<file path="config.mk">
export PLATFORM = sky130hd
export DESIGN_NAME = ws2812_rx
export DESIGN_NICKNAME = d
export VERILOG_FILES = /design/src/rtl/ws2812_rx.sv
export SDC_FILE = /design/constraint.sdc
export NUM_CORES = 1
export LEC_CHECK = 0
export BUFFER_PORTS_ARGS = -buffer_cell sky130_fd_sc_hd__clkbuf_2
export CAP_MARGIN = 20
export CORE_ASPECT_RATIO = 0.75
export CORE_UTILIZATION = 55
export CTS_CLUSTER_SIZE = 12
export DETAILED_ROUTE_END_ITERATION = 16
export GPL_TIMING_DRIVEN = 0
export PLACE_DENSITY = 0.71
export RECOVER_POWER = 100
export SYNTH_ARGS = -nofsm -noshare
export SYNTH_HDL_FRONTEND = slang
export SYNTH_SLANG_ARGS = --single-unit
</file>
<file path="constraint.sdc">
create_clock -name clk_i -period 3.7 [get_ports clk_i]
set_clock_uncertainty 0.15 [all_clocks]
set_input_delay 0.185 -clock clk_i [delete_from_list [all_inputs] [get_ports clk_i]]
set_output_delay 0.185 -clock clk_i [all_outputs]
set_load 0.03 [all_outputs]
</file>
<file path="src/rtl/ws2812_rx.sv">
// WS2812/NeoPixel receiver: measures high/low pulse widths on a synchronized
// data line, assembles 24-bit pixels and reports frame status at each latch.
module ws2812_rx #(
  parameter int unsigned NUM_LEDS     = 8,
  parameter int unsigned SYSTEM_CLOCK = 50000000,
  parameter int unsigned T_THRESH_NS  = 600,
  parameter int unsigned T_GLITCH_NS  = 100,
  parameter int unsigned T_MAXH_NS    = 2000,
  parameter int unsigned T_RESET_NS   = 50000
) (
  input  logic                        clk_i,
  input  logic                        reset_n_i,
  input  logic                        di_i,
  output logic                        pix_valid_o,
  output logic [23:0]                 pix_data_o,
  output logic [$clog2(NUM_LEDS)-1:0] pix_addr_o,
  output logic                        busy_o,
  output logic                        frame_done_o,
  output logic [$clog2(NUM_LEDS):0]   frame_len_o,
  output logic                        frame_ovf_o,
  output logic                        frame_err_o,
  output logic                        err_o
);
  localparam int unsigned CLK_MHZ    = SYSTEM_CLOCK / 1000000;
  localparam int unsigned THRESH_CYC = CLK_MHZ * T_THRESH_NS / 1000;
  localparam int unsigned GLITCH_CYC = CLK_MHZ * T_GLITCH_NS / 1000;
  localparam int unsigned MAXH_CYC   = CLK_MHZ * T_MAXH_NS / 1000;
  localparam int unsigned RESET_CYC  = CLK_MHZ * T_RESET_NS / 1000;
  localparam int unsigned CW         = $clog2(RESET_CYC + 1);
  localparam int unsigned AW         = $clog2(NUM_LEDS);
  localparam int unsigned LW         = AW + 1;

  typedef enum logic [1:0] {S_SYNC, S_IDLE, S_HIGH, S_LOW} state_t;

  state_t          state_q, state_d;
  logic [CW-1:0]   cnt_q, cnt_d;
  logic            sync1, sync2, prev;
  logic            rise, fall;
  logic            start, shift_en, abort, latch, sync_done;
  logic [4:0]      bitcnt;
  logic [23:0]     shifter;
  logic [LW-1:0]   addr;
  logic            ovf, err;

  assign rise = sync2 & ~prev;
  assign fall = ~sync2 & prev;

  always_ff @(posedge clk_i) begin
    if (!reset_n_i) state_q <= S_SYNC;
    else            state_q <= state_d;
  end

  // One counter serves as SYNC low-run, HIGH width and LOW width; the states are exclusive.
  always_comb begin
    state_d   = state_q;
    cnt_d     = cnt_q;
    start     = 1'b0;
    shift_en  = 1'b0;
    abort     = 1'b0;
    latch     = 1'b0;
    sync_done = 1'b0;
    unique case (state_q)
      S_SYNC: begin
        if (sync2) begin
          cnt_d = '0;
        end else if (cnt_q == CW'(RESET_CYC - 1)) begin
          cnt_d     = '0;
          sync_done = 1'b1;
          state_d   = S_IDLE;
        end else begin
          cnt_d = cnt_q + CW'(1);
        end
      end
      S_IDLE: begin
        if (rise) begin
          start   = 1'b1;
          cnt_d   = CW'(1);
          state_d = S_HIGH;
        end
      end
      S_HIGH: begin
        if (fall) begin
          if (cnt_q < CW'(GLITCH_CYC)) begin
            abort   = 1'b1;
            cnt_d   = '0;
            state_d = S_SYNC;
          end else begin
            shift_en = 1'b1;
            cnt_d    = CW'(1);
            state_d  = S_LOW;
          end
        end else if (cnt_q == CW'(MAXH_CYC - 1)) begin
          abort   = 1'b1;
          cnt_d   = '0;
          state_d = S_SYNC;
        end else begin
          cnt_d = cnt_q + CW'(1);
        end
      end
      S_LOW: begin
        if (rise) begin
          cnt_d   = CW'(1);
          state_d = S_HIGH;
        end else if (cnt_q == CW'(RESET_CYC - 1)) begin
          latch   = 1'b1;
          cnt_d   = '0;
          state_d = S_IDLE;
        end else begin
          cnt_d = cnt_q + CW'(1);
        end
      end
    endcase
  end

  always_ff @(posedge clk_i) begin
    if (!reset_n_i) begin
      cnt_q        <= '0;
      sync1        <= 1'b0;
      sync2        <= 1'b0;
      prev         <= 1'b0;
      bitcnt       <= '0;
      shifter      <= '0;
      addr         <= '0;
      ovf          <= 1'b0;
      err          <= 1'b0;
      pix_valid_o  <= 1'b0;
      pix_data_o   <= '0;
      pix_addr_o   <= '0;
      busy_o       <= 1'b0;
      frame_done_o <= 1'b0;
      frame_len_o  <= '0;
      frame_ovf_o  <= 1'b0;
      frame_err_o  <= 1'b0;
      err_o        <= 1'b0;
    end else begin
      cnt_q        <= cnt_d;
      sync1        <= di_i;
      sync2        <= sync1;
      prev         <= sync2;
      pix_valid_o  <= 1'b0;
      frame_done_o <= 1'b0;
      err_o        <= 1'b0;

      if (start) begin
        busy_o <= 1'b1;
        addr   <= '0;
        ovf    <= 1'b0;
        err    <= 1'b0;
        bitcnt <= '0;
      end

      if (shift_en) begin
        shifter <= {shifter[22:0], (cnt_q >= CW'(THRESH_CYC))};
        bitcnt  <= bitcnt + 5'd1;
      end

      if (bitcnt == 5'd24) begin
        bitcnt <= '0;
        if (addr < LW'(NUM_LEDS)) begin
          pix_valid_o <= 1'b1;
          pix_data_o  <= shifter;
          pix_addr_o  <= addr[AW-1:0];
          addr        <= addr + LW'(1);
        end else begin
          ovf <= 1'b1;
        end
      end

      if (abort) begin
        err_o <= 1'b1;
        err   <= 1'b1;
      end

      // An aborted frame is closed when SYNC completes; a clean one at the latch.
      if (latch || (sync_done && busy_o)) begin
        frame_done_o <= 1'b1;
        frame_len_o  <= addr;
        frame_ovf_o  <= ovf;
        frame_err_o  <= err | (latch && (bitcnt != 5'd0));
        busy_o       <= 1'b0;
        addr         <= '0;
        bitcnt       <= '0;
        if (latch && (bitcnt != 5'd0)) err_o <= 1'b1;
      end
    end
  end
endmodule

</file>
==> impl_metrics.env, run 1 <==
export IMPL_leakage_nw=1.45
export IMPL_wire_per_inst_um=14.2
export IMPL_relSlewSlack_pct=28.2
export IMPL_die_area_um2=7030
export IMPL_fp_row_count=25
export IMPL_htree_num_levels=3
export IMPL_power_w=0.00171
export IMPL_drc=0
export IMPL_yosysSeqAreaShare_pct=48.4
export IMPL_layout_common_cells="nand2_1 (116), dfxtp_1 (89), a21oi_1 (70)"
export IMPL_cp_arrival_ns=3.05
export IMPL_drt_pass1_iterations=6
export IMPL_nets=510
export IMPL_r2r_setup_slack_ns=0.74
export IMPL_syn_inst=451
export IMPL_grt_pass1_wl_mm=13.5
export IMPL_grt_usage_pct=25.3
export IMPL_grt_pass1_vias=2780
export IMPL_synth_warnings=0
export IMPL_min_period_ns=2.96
export IMPL_synthToLayoutAreaGrowth_pct=12.1
export IMPL_grt_max_degree=16
export IMPL_clock_latency_ns=0.35
export IMPL_slew_viol_final=0
export IMPL_io_buffer_count=38
export IMPL_power_density_nw_per_um2=415
export IMPL_wl_mm=8.34
export IMPL_hp_class="in2reg"
export IMPL_cp_required_ns=3.78
export IMPL_hold_viol_final=0
export IMPL_synth_cell_types=49
export IMPL_gp_congestion=0.906
export IMPL_cts_sinks=89
export IMPL_path_clk_slew_ns=0.09
export IMPL_async_flop_share_pct=0
export IMPL_cts_tree="done"
export IMPL_fmax_mhz=337
export IMPL_ys_ff_latch=89
export IMPL_antennaDiodeCount=0
export IMPL_start_util_pct=57.7
export IMPL_coreArea_um2=6380
export IMPL_maxCapViolations=0
export IMPL_cp_end_kind="flop"
export IMPL_post_route_period_util_pct=80.1
export IMPL_worst_pin_slew_ns=1.07
export IMPL_post_route_cells_drive_above_1_share_pct=5.34
export IMPL_cp_max_fo=10
export IMPL_vias_per_cell=5.62
export IMPL_dieWidth_um=96.5
export IMPL_antenna_found_initial=0
export IMPL_tns_ns=0
export IMPL_setup_viol=0
export IMPL_drt_antenna_violating_nets=0
export IMPL_netlist_area_um2=3680
export IMPL_synthesis_nets=460
export IMPL_crit_type="reg2reg"
export IMPL_fp_dieH_um=72.9
export IMPL_critPathLaunchType="flop"
export IMPL_synth_avg_cell_area_um2=8.16
export IMPL_dp_final_hpwl_mm=6.02
export IMPL_status="finished clean"
export IMPL_synth_edf_count=0
export IMPL_dr_first_iter_drc_count=265
export IMPL_cts_root_buf="clkbuf_8"
export IMPL_ir_drop_uv=277
export IMPL_final_common_cell="nand2_1"
export IMPL_ios=40
export IMPL_clockBufferDepth=2
export IMPL_ys_flop_type="dfxtp_1"
export IMPL_num_vias=3301
export IMPL_rsz0062_at_grt="false"
export IMPL_cts_made_buffers=9
export IMPL_grt_ovfl_total=0
==> area by class of cell <==
| cell class | count | area (um^2) |
|---|---|---|
| fillers | 612 | 2250 |
| clock inverters | 5 | 60.1 |
| flip-flops and latches | 89 | 1780 |
| clock buffers | 11 | 151 |
| multi-input cells | 333 | 1770 |
| inverters | 8 | 30.0 |
| well taps | 81 | 101 |
| repair buffers | 39 | 154 |
| plain buffers | 21 | 83.8 |
==> synth_stat cells (2+ instances only) <==
master    count  area [um^2]
clkbuf_1     17         63.8
nor2_1       30          113
a21oi_1      70          350
nand4b_1      2         17.5
a21o_1        2         15.0
and2_1        4         25.0
ha_1          6         75.1
or3_1         3         18.8
a211oi_1      3         22.5
a221o_1       2         20.0
and3_1        4         25.0
o211ai_1      2         15.0
buf_2         4         20.0
o21ai_0       8         40.0
nand2_1     116          435
dfxtp_1      89         1780
nor4_1        3         18.8
nor2b_1       6         37.5
a22oi_1       4         30.0
and3b_1       2         17.5
o31ai_1       2         15.0
nand3b_1      2         15.0
mux2i_1       5         50.1
inv_1         7         26.3
xnor2_1       6         52.6
nand2b_1      6         37.5
nand3_1      18         90.1
or2_2         2         12.5
a31oi_1       2         12.5
nor3_1        5         25.0
==> final timing paths <==
kind                                     from             to  cells past startpoint
worst max register to register       cnt_q[1]    frame_err_o                      6
worst max-delay path                 cnt_q[1]    frame_err_o                      6
worst min-delay path                reset_n_i          sync1                      2
worst min register to register  pix_data_o[6]  pix_data_o[6]                      2
==> layer usage <==
metal | routed length (um) | global-route usage, % | up-vias
met5 | 0 | 0 | -
met4 | 100 | 8.17 | 0
met3 | 603 | 8.13 | 9
met2 | 3210 | 32.8 | 108
met1 | 4430 | 38.9 | 1549
li1 | - | - | 1635
==> sequential cells by signal, summed over array words and instances (netlist names) <==
name          count
frame_ovf_o       1
err               1
sync1             1
cnt_q            12
frame_done_o      1
err_o             1
busy_o            1
shifter          24
frame_len_o       4
pix_data_o       24
prev              1
pix_valid_o       1
ovf               1
pix_addr_o        3
state_q           2
addr              4
bitcnt            5
frame_err_o       1
sync2             1
==> metrics by stage <==
stage / setup WS, ns / util, % / hold WS (ns) / cells / area, um^2
6_report: 0.737 / 64.7 / 0.0927 / 587 / 4130
5_1_grt: 0.578 / 64.7 / 0.108 / 587 / 4130
4_1_cts: 1.09 / 65.7 / 0.112 / 587 / 4190
3_5_place_dp: 1.13 / 62.3 / 0.249 / 570 / 3970
3_3_place_gp: 1.15 / 62.3 / 0.245 / 570 / 3970
2_1_floorplan: 1.53 / - / 0.162 / 451 / 3680
==> cells by family (layout without fill, tap and decap cells) <==
family                     Yosys count  in the layout  synth area share [%]
xor gates and xnor gates             7              7                  1.67
DFF                                 89             89                  48.4
adders and majority gates            6              6                  2.04
AOI/OAI and AO/OA                  102            102                  16.0
muxes                                6              6                  1.67
buffers and inverters               29             84                  3.09
and+or+nand+nor                    212            212                  27.1
==> critical path, stage by stage (launching register included) <==
cell and delay, ns:
dfxtp_1 0.44, ha_1 0.29, or4b_1 0.61, nor4_4 0.44, o21ai_1 0.48, nor3b_1 0.37
nor3_2 0.06
==> repair_timing <==
item,CTS,global route
gates resized for setup,0,0
hold buffers,1,0
buffers inserted,0,0
endpoints found under the hold margin,1,0
endpoints found under the setup margin,0,0
==> report_power, final <==
part	switching, W	total (W)	internal, W
logic	0.0000284	0.0000399	0.0000115
registers	0.00000586	0.000967	0.000961
clock network	0.000354	0.000707	0.000353
total	0.000388	0.00171	0.00133
Note: power is estimated with default switching activity, not from simulation.
==> run 2, diff against run 1 <==
==> constraint.sdc (replaced) <==
create_clock -name clk_i -period 2.9 [get_ports clk_i]
set_clock_uncertainty 0.15 [all_clocks]
set_input_delay 0.145 -clock clk_i [delete_from_list [all_inputs] [get_ports clk_i]]
set_output_delay 0.145 -clock clk_i [all_outputs]
set_load 0.03 [all_outputs]
==> impl_metrics.env, run 2 (same netlist as run 1, synthesis figures left out) <==
export IMPL_status="finished clean"
export IMPL_min_period_ns=2.71
export IMPL_cp_end_kind="flop"
export IMPL_relSlewSlack_pct=45.7
export IMPL_cts_sinks=89
export IMPL_stdcell_count=587
export IMPL_die_area_um2=7030
export IMPL_cp_required_ns=2.99
export IMPL_vias_per_cell=5.62
export IMPL_dr_first_iter_drc_count=255
export IMPL_critPathLaunchType="flop"
export IMPL_leakage_nw=1.45
export IMPL_start_util_pct=57.7
export IMPL_clock_latency_ns=0.35
export IMPL_fp_dieH_um=72.9
export IMPL_dp_final_hpwl_mm=6.02
export IMPL_reg2reg_depth=6
export IMPL_grt_usage_pct=25.3
export IMPL_post_route_period_util_pct=93.5
export IMPL_fmax_mhz=369
export IMPL_hp_class="in2reg"
export IMPL_grt_pass1_wl_mm=13.5
export IMPL_dpl_cell_count=570
export IMPL_gp_congestion=0.906
export IMPL_ir_drop_uv=353
export IMPL_crit_type="reg2reg"
export IMPL_multi_input_area_um2=1770
export IMPL_postCtsHoldBufs=1
export IMPL_post_dp_cell_area_um2=3970
export IMPL_clockBufferDepth=2
export IMPL_cts_resized_gates=0
export IMPL_top_regs="pix_data_o: 24 flops, shifter: 24 flops, cnt_q: 12 flops"
export IMPL_slew_viol_final=0
export IMPL_antennaDiodeCount=0
export IMPL_cts_root_buf="clkbuf_8"
export IMPL_drt_antenna_violating_nets=0
export IMPL_power_density_nw_per_um2=529
export IMPL_ios=40
export IMPL_cts_tree="done"
export IMPL_layout_setup_ws_ns=0.189
export IMPL_wire_per_inst_um=14.1
export IMPL_grt_pass1_vias=2780
export IMPL_drt_pass1_iterations=4
export IMPL_fin_area_um2=4130
export IMPL_hold_viol_final=0
export IMPL_wl_mm=8.31
export IMPL_r2r_setup_slack_ns=0.19
export IMPL_cts_made_buffers=9
export IMPL_setup_viol=0
export IMPL_coreArea_um2=6380
export IMPL_rsz0062_at_grt="false"
export IMPL_grt_ovfl_total=0
export IMPL_fp_row_count=25
export IMPL_nets=510
export IMPL_path_clk_slew_ns=0.08
export IMPL_regArea_um2=1780
export IMPL_post_route_cells_drive_above_1_share_pct=5.53
export IMPL_cts_setup_buffers=0
export IMPL_dieWidth_um=96.5
export IMPL_grt_max_degree=16
export IMPL_cp_arrival_ns=2.80
export IMPL_worst_pin_slew_ns=0.808
export IMPL_fill_cells=612
export IMPL_maxCapViolations=0
export IMPL_dp_slack_ns=0.331
export IMPL_whs_path_depth=3
export IMPL_io_buffer_count=38
export IMPL_antenna_found_initial=0
export IMPL_final_common_cell="nand2_1"
export IMPL_htree_num_levels=3
export IMPL_drc=0
export IMPL_tns_ns=0
export IMPL_num_vias=3298
export IMPL_layout_common_cells="nand2_1 (116), dfxtp_1 (89), a21oi_1 (70)"
export IMPL_cp_max_fo=10
export IMPL_synthToLayoutAreaGrowth_pct=12.2
-- run 2: cell count changes in the layout (fill, tap and decap cells not counted) --
cell | previous run | this run
o21ai_2 | 0 | 1
nor2b_1 | 6 | 7
nor3b_1 | 1 | 0
nor3b_2 | 0 | 1
o21ai_1 | 1 | 0
nor2b_4 | 1 | 0
-- run 2: worst max-delay path, cell delays in order, from the launching register on --
cell and delay (ns):
dfxtp_1 0.45, ha_1 0.29, or4b_1 0.61, nor4_4 0.45
o21ai_2 0.31, nand3_1 0.28, a211oi_1 0.07
-- run 2: final timing paths --
kind              endpoint           from
max              bitcnt[2]       cnt_q[0]
min             state_q[1]      reset_n_i
max reg2reg      bitcnt[2]       cnt_q[0]
min reg2reg  pix_data_o[6]  pix_data_o[6]
-- run 2: cell type report --
cell class	count	share of cell area [%]
plain buffers	21	2.03
clock buffers	11	3.67
clock inverters	5	1.45
inverters	8	0.727
multi-input cells	333	42.8
flip-flops and latches	89	43.2
well taps	81	2.45
repair buffers	39	3.73
-- run 2: stage by stage --
stage                     power, W  hold WS (ns)  util, %
after floorplan            0.00130         0.122        -
after global placement     0.00131         0.205     62.3
after detailed placement   0.00131         0.209     62.3
after CTS                  0.00220        0.0716     65.7
after global routing       0.00226        0.0678     64.7
final                      0.00218        0.0522     64.7
-- run 2: per-layer routing --
metal	up-vias	share of wire (%)	global-route usage [%]
met2	119	39	32.8
li1	1635	-	-
met1	1535	53	38.9
met3	9	7.7	8.13
met5	-	0	0
met4	0	1.2	8.17
-- run 2: where the power goes --
group,switching (W),internal [W]
Clock,0.000449,0.000450
Combinational,0.0000363,0.0000147
Sequential,0.00000758,0.00123
Total,0.000493,0.00169
